==> src/rtl/maxpool2x2_stream.sv <==
// Streaming 2x2 / stride-2 max-pool over a CH-channel raster feature map.
// Every beat is accepted; one pooled beat is emitted per completed 2x2 window.
module maxpool2x2_stream #(
    parameter int unsigned CH   = 16,
    parameter int unsigned DW   = 8,
    parameter int unsigned IN_W = 14,
    parameter int unsigned IN_H = 14
) (
    input  logic               axi_clk,
    input  logic               axi_rst_n,
    input  logic [CH-1:0]      i_data_valid,
    input  logic [CH*DW-1:0]   i_data,
    input  logic               i_clear,
    output logic               o_data_valid,
    output logic [CH*DW-1:0]   o_data,
    output logic               o_frame_done,
    output logic               o_err
);

    localparam int unsigned BusW  = CH * DW;
    localparam int unsigned PoolW = IN_W / 2;
    localparam int unsigned CW    = $clog2(IN_W);
    localparam int unsigned RW    = $clog2(IN_H);
    localparam int unsigned PW    = CW - 1;

    localparam logic [CW-1:0] ColLast = CW'(IN_W - 1);
    localparam logic [RW-1:0] RowLast = RW'(IN_H - 1);
    localparam logic [CW-1:0] ColOne  = CW'(1);
    localparam logic [RW-1:0] RowOne  = RW'(1);

    logic [CW-1:0]   col_q, col_d;
    logic [RW-1:0]   row_q, row_d;
    logic [BusW-1:0] hold_q, hold_d;
    logic [BusW-1:0] rowbuf_q [PoolW];
    logic            rb_we;

    logic            valid_q, valid_d;
    logic [BusW-1:0] data_q, data_d;
    logic            done_q, done_d;
    logic            err_q, err_d;

    logic            beat;
    logic [PW-1:0]   pidx;
    logic [BusW-1:0] hmax;
    logic [BusW-1:0] pmax;

    assign beat = |i_data_valid;
    assign pidx = col_q[CW-1:1];

    // Horizontal max of the current pair, then vertical max against the buffered upper row.
    always_comb begin
        hmax = '0;
        pmax = '0;
        for (int k = 0; k < int'(CH); k++) begin
            hmax[k*DW +: DW] = (hold_q[k*DW +: DW] > i_data[k*DW +: DW]) ?
                               hold_q[k*DW +: DW] : i_data[k*DW +: DW];
        end
        for (int k = 0; k < int'(CH); k++) begin
            pmax[k*DW +: DW] = (rowbuf_q[pidx][k*DW +: DW] > hmax[k*DW +: DW]) ?
                               rowbuf_q[pidx][k*DW +: DW] : hmax[k*DW +: DW];
        end
    end

    always_comb begin
        col_d   = col_q;
        row_d   = row_q;
        hold_d  = hold_q;
        rb_we   = 1'b0;
        valid_d = 1'b0;
        data_d  = data_q;
        done_d  = 1'b0;
        err_d   = err_q;

        if (i_clear) begin
            // Frame abort: any concurrent beat is discarded.
            col_d = '0;
            row_d = '0;
            err_d = 1'b0;
        end else if (beat) begin
            if (i_data_valid != {CH{1'b1}}) begin
                err_d = 1'b1;
            end

            if (col_q == ColLast) begin
                col_d = '0;
                row_d = (row_q == RowLast) ? '0 : row_q + RowOne;
            end else begin
                col_d = col_q + ColOne;
            end

            if (!col_q[0]) begin
                hold_d = i_data;
            end else if (!row_q[0]) begin
                rb_we = 1'b1;
            end else begin
                valid_d = 1'b1;
                data_d  = pmax;
                done_d  = (row_q == RowLast) && (col_q == ColLast);
            end
        end
    end

    always_ff @(posedge axi_clk or negedge axi_rst_n) begin
        if (!axi_rst_n) begin
            col_q   <= '0;
            row_q   <= '0;
            hold_q  <= '0;
            valid_q <= 1'b0;
            data_q  <= '0;
            done_q  <= 1'b0;
            err_q   <= 1'b0;
        end else begin
            col_q   <= col_d;
            row_q   <= row_d;
            hold_q  <= hold_d;
            valid_q <= valid_d;
            data_q  <= data_d;
            done_q  <= done_d;
            err_q   <= err_d;
        end
    end

    // Row buffer is never cleared between frames: each entry is rewritten before it is read.
    always_ff @(posedge axi_clk or negedge axi_rst_n) begin
        if (!axi_rst_n) begin
            for (int i = 0; i < int'(PoolW); i++) begin
                rowbuf_q[i] <= '0;
            end
        end else if (rb_we) begin
            rowbuf_q[pidx] <= hmax;
        end
    end

    assign o_data_valid = valid_q;
    assign o_data       = data_q;
    assign o_frame_done = done_q;
    assign o_err        = err_q;

endmodule

==> config.mk <==
export PLATFORM = sky130hd
export DESIGN_NAME = maxpool2x2_stream
export DESIGN_NICKNAME = d
export VERILOG_FILES = /design/src/rtl/maxpool2x2_stream.sv
export SDC_FILE = /design/constraint.sdc
export NUM_CORES = 2
export LEC_CHECK = 0
export ABC_AREA = 1
export CORE_ASPECT_RATIO = 0.75
export CORE_MARGIN = 4
export CORE_UTILIZATION = 55
export DETAILED_ROUTE_END_ITERATION = 16
export MAX_ROUTING_LAYER = met4
export PLACE_DENSITY = 0.84
export SETUP_SLACK_MARGIN = 0.3
export SYNTH_ARGS = -nofsm -noshare
export SYNTH_HDL_FRONTEND = slang
export SYNTH_SLANG_ARGS = --single-unit
==> constraint.sdc <==
create_clock -name axi_clk -period 7.2 [get_ports axi_clk]
set_input_delay 2.16 -clock axi_clk [delete_from_list [all_inputs] [get_ports axi_clk]]
set_output_delay 2.16 -clock axi_clk [all_outputs]
set_load 0.05 [all_outputs]
### After elaboration in Yosys (flattened, before gate mapping)

Cells that the tools add are included.

* bits of input ports: 147
* register bits after elaboration: 1163
* logic and storage cells: 126

* bitwise operators: 3
* add/subtract/negate cells: 2
* order comparisons: 34
* reduce and logical (&&, ||, !) cells: 10
* eq/ne operators: 3
* multiplexer cells: 60

Operator list (number)
* $bwmux W896: 1
* $bmux W128 S3: 1
* $demux W128 S3: 1
* $mux W128: 3
* $gt A8 B8 Y1: 32
* $mux W8: 32
* $mux W4: 7
* $ne A16 B16 Y1 const B: 1
* $reduce_or A16 Y1: 1
* $mux W1: 15
* $add A4 B1 Y4 const B: 2
* $eq A4 B4 Y1 const B: 2
* $reduce_bool A2 Y1: 3
* $ge A4 B4 Y1 const B: 1
* $lt A4 B1 Y1 const B: 1
* $not A3 Y4: 1
* $reduce_and A2 Y1: 2
* $reduce_and A4 Y1: 1
* $reduce_and A3 Y1: 1
* $logic_and A1 B1 Y1: 2
* $not A1 Y1: 2

### Longest topological paths before layout

* depth after elaboration: 6
* mapped depth: 27

### Worst setup path after synthesis

OpenSTA, ideal clock, no wires.

* path type: input-to-reg
* start: input port i_data[103]
* end: register data_q[100] (netlist: o_data[100])
* path slack: 2.448 ns
* stages on the path: 18
* setup time: 0.118 ns
* buffers on the path: 2
* arrival time: 4.634 ns
* cells stage by stage: inv_1 ha_1 nand2_1 nor2_1 nand2_1 nand2_1 clkbuf_1 nand3b_1 nand2_1 ha_1 a21o_1 nor2_1 nand2_1 nand2_1 clkbuf_1 nand3_1 nand2_1 nand2_1

* cells in the longest elaborated chain, start to end: 4

Ends and longest elaborated chain
* start, declared: line 12 `input logic [CH*DW-1:0] i_data,`
* $gt A8 B8 Y1: line 55 `hmax[k*DW +: DW] = (hold_q[k*DW +: DW] > i_data[k*DW +: DW]) ?`
* $mux W8 (*): line 55
* $gt A8 B8 Y1: line 59 `pmax[k*DW +: DW] = (rowbuf_q[pidx][k*DW +: DW] > hmax[k*DW +: DW]) ?`
* $mux W8 (*): line 59
* end signal, assigned: line 117 `data_q <= data_d;`
* end, declared: line 38 `logic [BusW-1:0] data_q, data_d;`

Every way passes the cells marked *; elsewhere a longest branch is shown, timed or not.
A chain may end at the register's enable or synchronous reset.

### Worst setup path after layout

* start: input port i_data[111]
* end: register data_q[108] (netlist: o_data[108])

The elaborated chain is that of the path after synthesis.

==> flow_summary.json <==
{
  "die_area_sq_um": 121000,
  "ctsHoldBuffers": 0,
  "grt_antenna_before_repair": 0,
  "numCtsBuffers": 112,
  "overflow": 0,
  "pwr-share-seq": 0.384,
  "multi_input_area_sq_um": 30000,
  "regArea_sq_um": 29100,
  "p_switching_w": 0.00843,
  "status": "finished, final reports clean",
  "die_w_microns": 400,
  "crit_fanout": 16,
  "maxSlewViolCount": 0,
  "drv_cap": 0,
  "initial_core_util": 0.556,
  "cp_common_cell": "nand2_1",
  "path_class": "in2reg",
  "first_pass_iters": 9,
  "netlist_area_sq_um": 63400,
  "avgSynthCellArea_sq_um": 7.32,
  "clock_path_buffers": 3,
  "yosys.area.top_type": "dfrtp_1",
  "routedWlPerCell_microns": 17.6,
  "n_fill_cell": 9685,
  "start_kind": "input pin",
  "clk_pin_slew_ns": 0.06,
  "drive_gt1_frac": 0.0356,
  "share_comb_of_total_power": 0.331,
  "max-slew-margin-rel": 0.217,
  "vias": 58200,
  "yosysMostFrequentCell": "nand2_1",
  "power_frac_clock": 0.285,
  "end_kind": "register",
  "arrival_ns": 6.25,
  "cts_tree": "done",
  "synth_common_cells": "4031 x nand2_1, 1163 x dfrtp_1, 667 x nand3_1",
  "synth_edf_count": 0,
  "h-tree-depth": 3,
  "synth_top_cells_by_area": "dfrtp_1 46%, nand2_1 24%, nand3_1 5.3%, ha_1 5.1%, o21ai_0 5.1%",
  "clock_sinks": 1163,
  "grt_max_degree": 172,
  "synth-seq-cells": 1163,
  "dpl.cell_count": 10000,
  "cpLargestDelayFamily": "simple AND/OR/NAND/NOR gates",
  "track_usage": 0.306,
  "tightest_slew_ns": 1.17,
  "area_growth_pct": 10.8,
  "syn_inst": 8654,
  "yosys_warnings": 0,
  "hold_path_class": "reg2reg",
  "core_area_sq_um": 114000,
  "vias_per_cell": 5.68,
  "drc": 0,
  "gp_congestion": 0.921,
  "intPower_w": 0.0139,
  "n_antenna_cell": 0,
  "fin_crit_ns": 5.63,
  "yosys.cell_types.count": 35,
  "period_share": 0.782,
  "numPortBuffers": 277,
  "rsz0062_at_grt": "no",
  "path_buf_inv": 2,
  "first_iter_violations": 6504,
  "synthesis.nets": 9059,
  "final.setup_skew_ns": 0.0195,
  "fp.dieH_microns": 302,
  "final-hold-violation-count": 0,
  "final_util": 0.616,
  "crit_slowest_cell": "nand2_1",
  "slowest_delay_ns": 0.67,
  "place_hpwl_microns": 107000,
  "fin_setup_tns_ns": 0,
  "synth-async-reset-ratio": 1.00,
  "synth_top_area_share": 0.459,
  "post-cts-setup-buffer-count": 0,
  "required_ns": 7.82,
  "finalSetupViolCount": 0,
  "ys_seq_area_frac": 0.459,
  "grt_pass1_wl_microns": 293000,
  "placementRows": 107,
  "power.leakage_nw": 37.2,
  "grt_pass1_vias": 56200,
  "clk_latency_ns": 0.73,
  "ctsRootBufferMaster": "clkbuf_16",
  "fmax_ghz": 0.178,
  "synth-main-ff-cell": "dfrtp_1",
  "ir_worst_vdd_mv": 0.328,
  "final_nets": 9038,
  "pin_count": 278,
  "cts_resized": 0,
  "switching_share": 0.378,
  "ant_nets": 0,
  "final_cells": 10300,
  "path_cells": "clkdlybuf4s50_1 -> inv_1 -> ha_1 -> nand2_1 -> nor2_1 -> nand4_1 -> nand2_1 -> nand2_1 -> nand2_1 -> ha_1 -> a21o_1 -> nor2_1 -> nand2_1 -> nand2_1 -> nand3_1 -> nand2_1 -> nand2_1",
  "postRouteWirelength_microns": 180000,
  "powerDensity_nw_per_um2": 318
}
==> sequential cells by signal, indices dropped and copies added, names as in the netlist <==
signal        flops
o_err             1
hold_q          128
o_data_valid      1
o_data          128
col_q             4
rowbuf_q        896
row_q             4
o_frame_done      1
==> power by group through the flow <==
stage	Clock (W)	Combinational [W]	Sequential [W]
after floorplan	0	0.00398	0.00967
after global placement	0	0.00707	0.00860
after detailed placement	0	0.00730	0.00864
after CTS	0.00645	0.00736	0.00855
after global routing	0.00671	0.00825	0.00871
final	0.00637	0.00738	0.00857
==> metrics by stage <==
stage	cell area [sq um]	worst slack (ns)	power (W)	hold slack, ns
3_5_place_dp	66300	0.906	0.0159	0.459
4_1_cts	70200	1.65	0.0224	0.474
6_report	70200	1.57	0.0223	0.476
5_1_grt	70200	1.07	0.0237	0.493
2_1_floorplan	63400	2.45	0.0137	0.442
3_3_place_gp	66300	0.978	0.0157	0.453
==> path summary, 6_finish.rpt <==
| path | startpoint | end | slack, ns | depth (start not counted) |
|---|---|---|---|---|
| max in group asynchronous | axi_rst_n | o_data[74]$_DFFE_PN0P_ | 4.21 | 2 |
| hold reg to reg | rowbuf_q[680]$_DFFE_PN0P_ | rowbuf_q[680]$_DFFE_PN0P_ | 0.48 | 2 |
| hold / removal | rowbuf_q[680]$_DFFE_PN0P_ | rowbuf_q[680]$_DFFE_PN0P_ | 0.48 | 2 |
| setup reg to reg | col_q[2]$_DFFE_PN0P_ | o_data[126]$_DFFE_PN0P_ | 2.12 | 15 |
| min in group asynchronous | axi_rst_n | o_data[6]$_DFFE_PN0P_ | 1.46 | 1 |
| setup / recovery | i_data[111] | o_data[108]$_DFFE_PN0P_ | 1.57 | 17 |
==> cell usage in the layout, fill, tap and decap left out, types with 18 or more instances in the layout <==
cell type / n
nand2_1: 4031
clkdlybuf4s50_1: 276
o21ai_1: 177
clkbuf_8: 25
nor2_1: 411
buf_12: 23
clkinv_2: 18
ha_1: 258
buf_4: 53
nand3b_1: 113
clkbuf_16: 112
a21o_1: 32
clkbuf_1: 23
dfrtp_1: 1160
inv_1: 422
nand4_1: 113
o21ai_0: 644
a21oi_1: 83
nand3_1: 665
==> layout make-up <==
class,instances,area share
clock inverter,47,0.00996
sequential,1163,0.415
clock buffer,160,0.0460
inverter,435,0.0236
multi-input combinational,6568,0.427
tap,1526,0.0272
timing repair buffer,353,0.0518
==> per-layer routing <==
metal	global-route usage	routed length (microns)	up-vias
li1	-	-	27500
met1	0.425	77300	27600
met2	0.463	80700	2805
met3	0.0555	17700	371
met4	0.0868	4490	0
met5	-	0	-
==> worst register-to-register path, cell delays in order (launching register included) <==
cell	delay, ns
dfrtp_4	0.94
buf_4	0.76
nand3_2	0.79
buf_4	0.54
o21ai_0	0.21
nor2_1	0.06
nand2_1	0.18
ha_1	0.28
a21o_1	0.19
nor2_1	0.09
nand2_1	0.06
nand2_1	0.45
nor2_1	0.09
nor2_1	0.18
nand2_1	0.13
nand2_1	0.08
==> cells by family after synthesis <==
kind of cell,count (synthesis),share of synthesized area
fa+ha+maj,258,0.0509
buf+inv,923,0.0688
xor+xnor,3,0.000415
simple gates,5370,0.345
compound gates,937,0.0753
flops,1163,0.459
(Power assumes the default switching activity.)
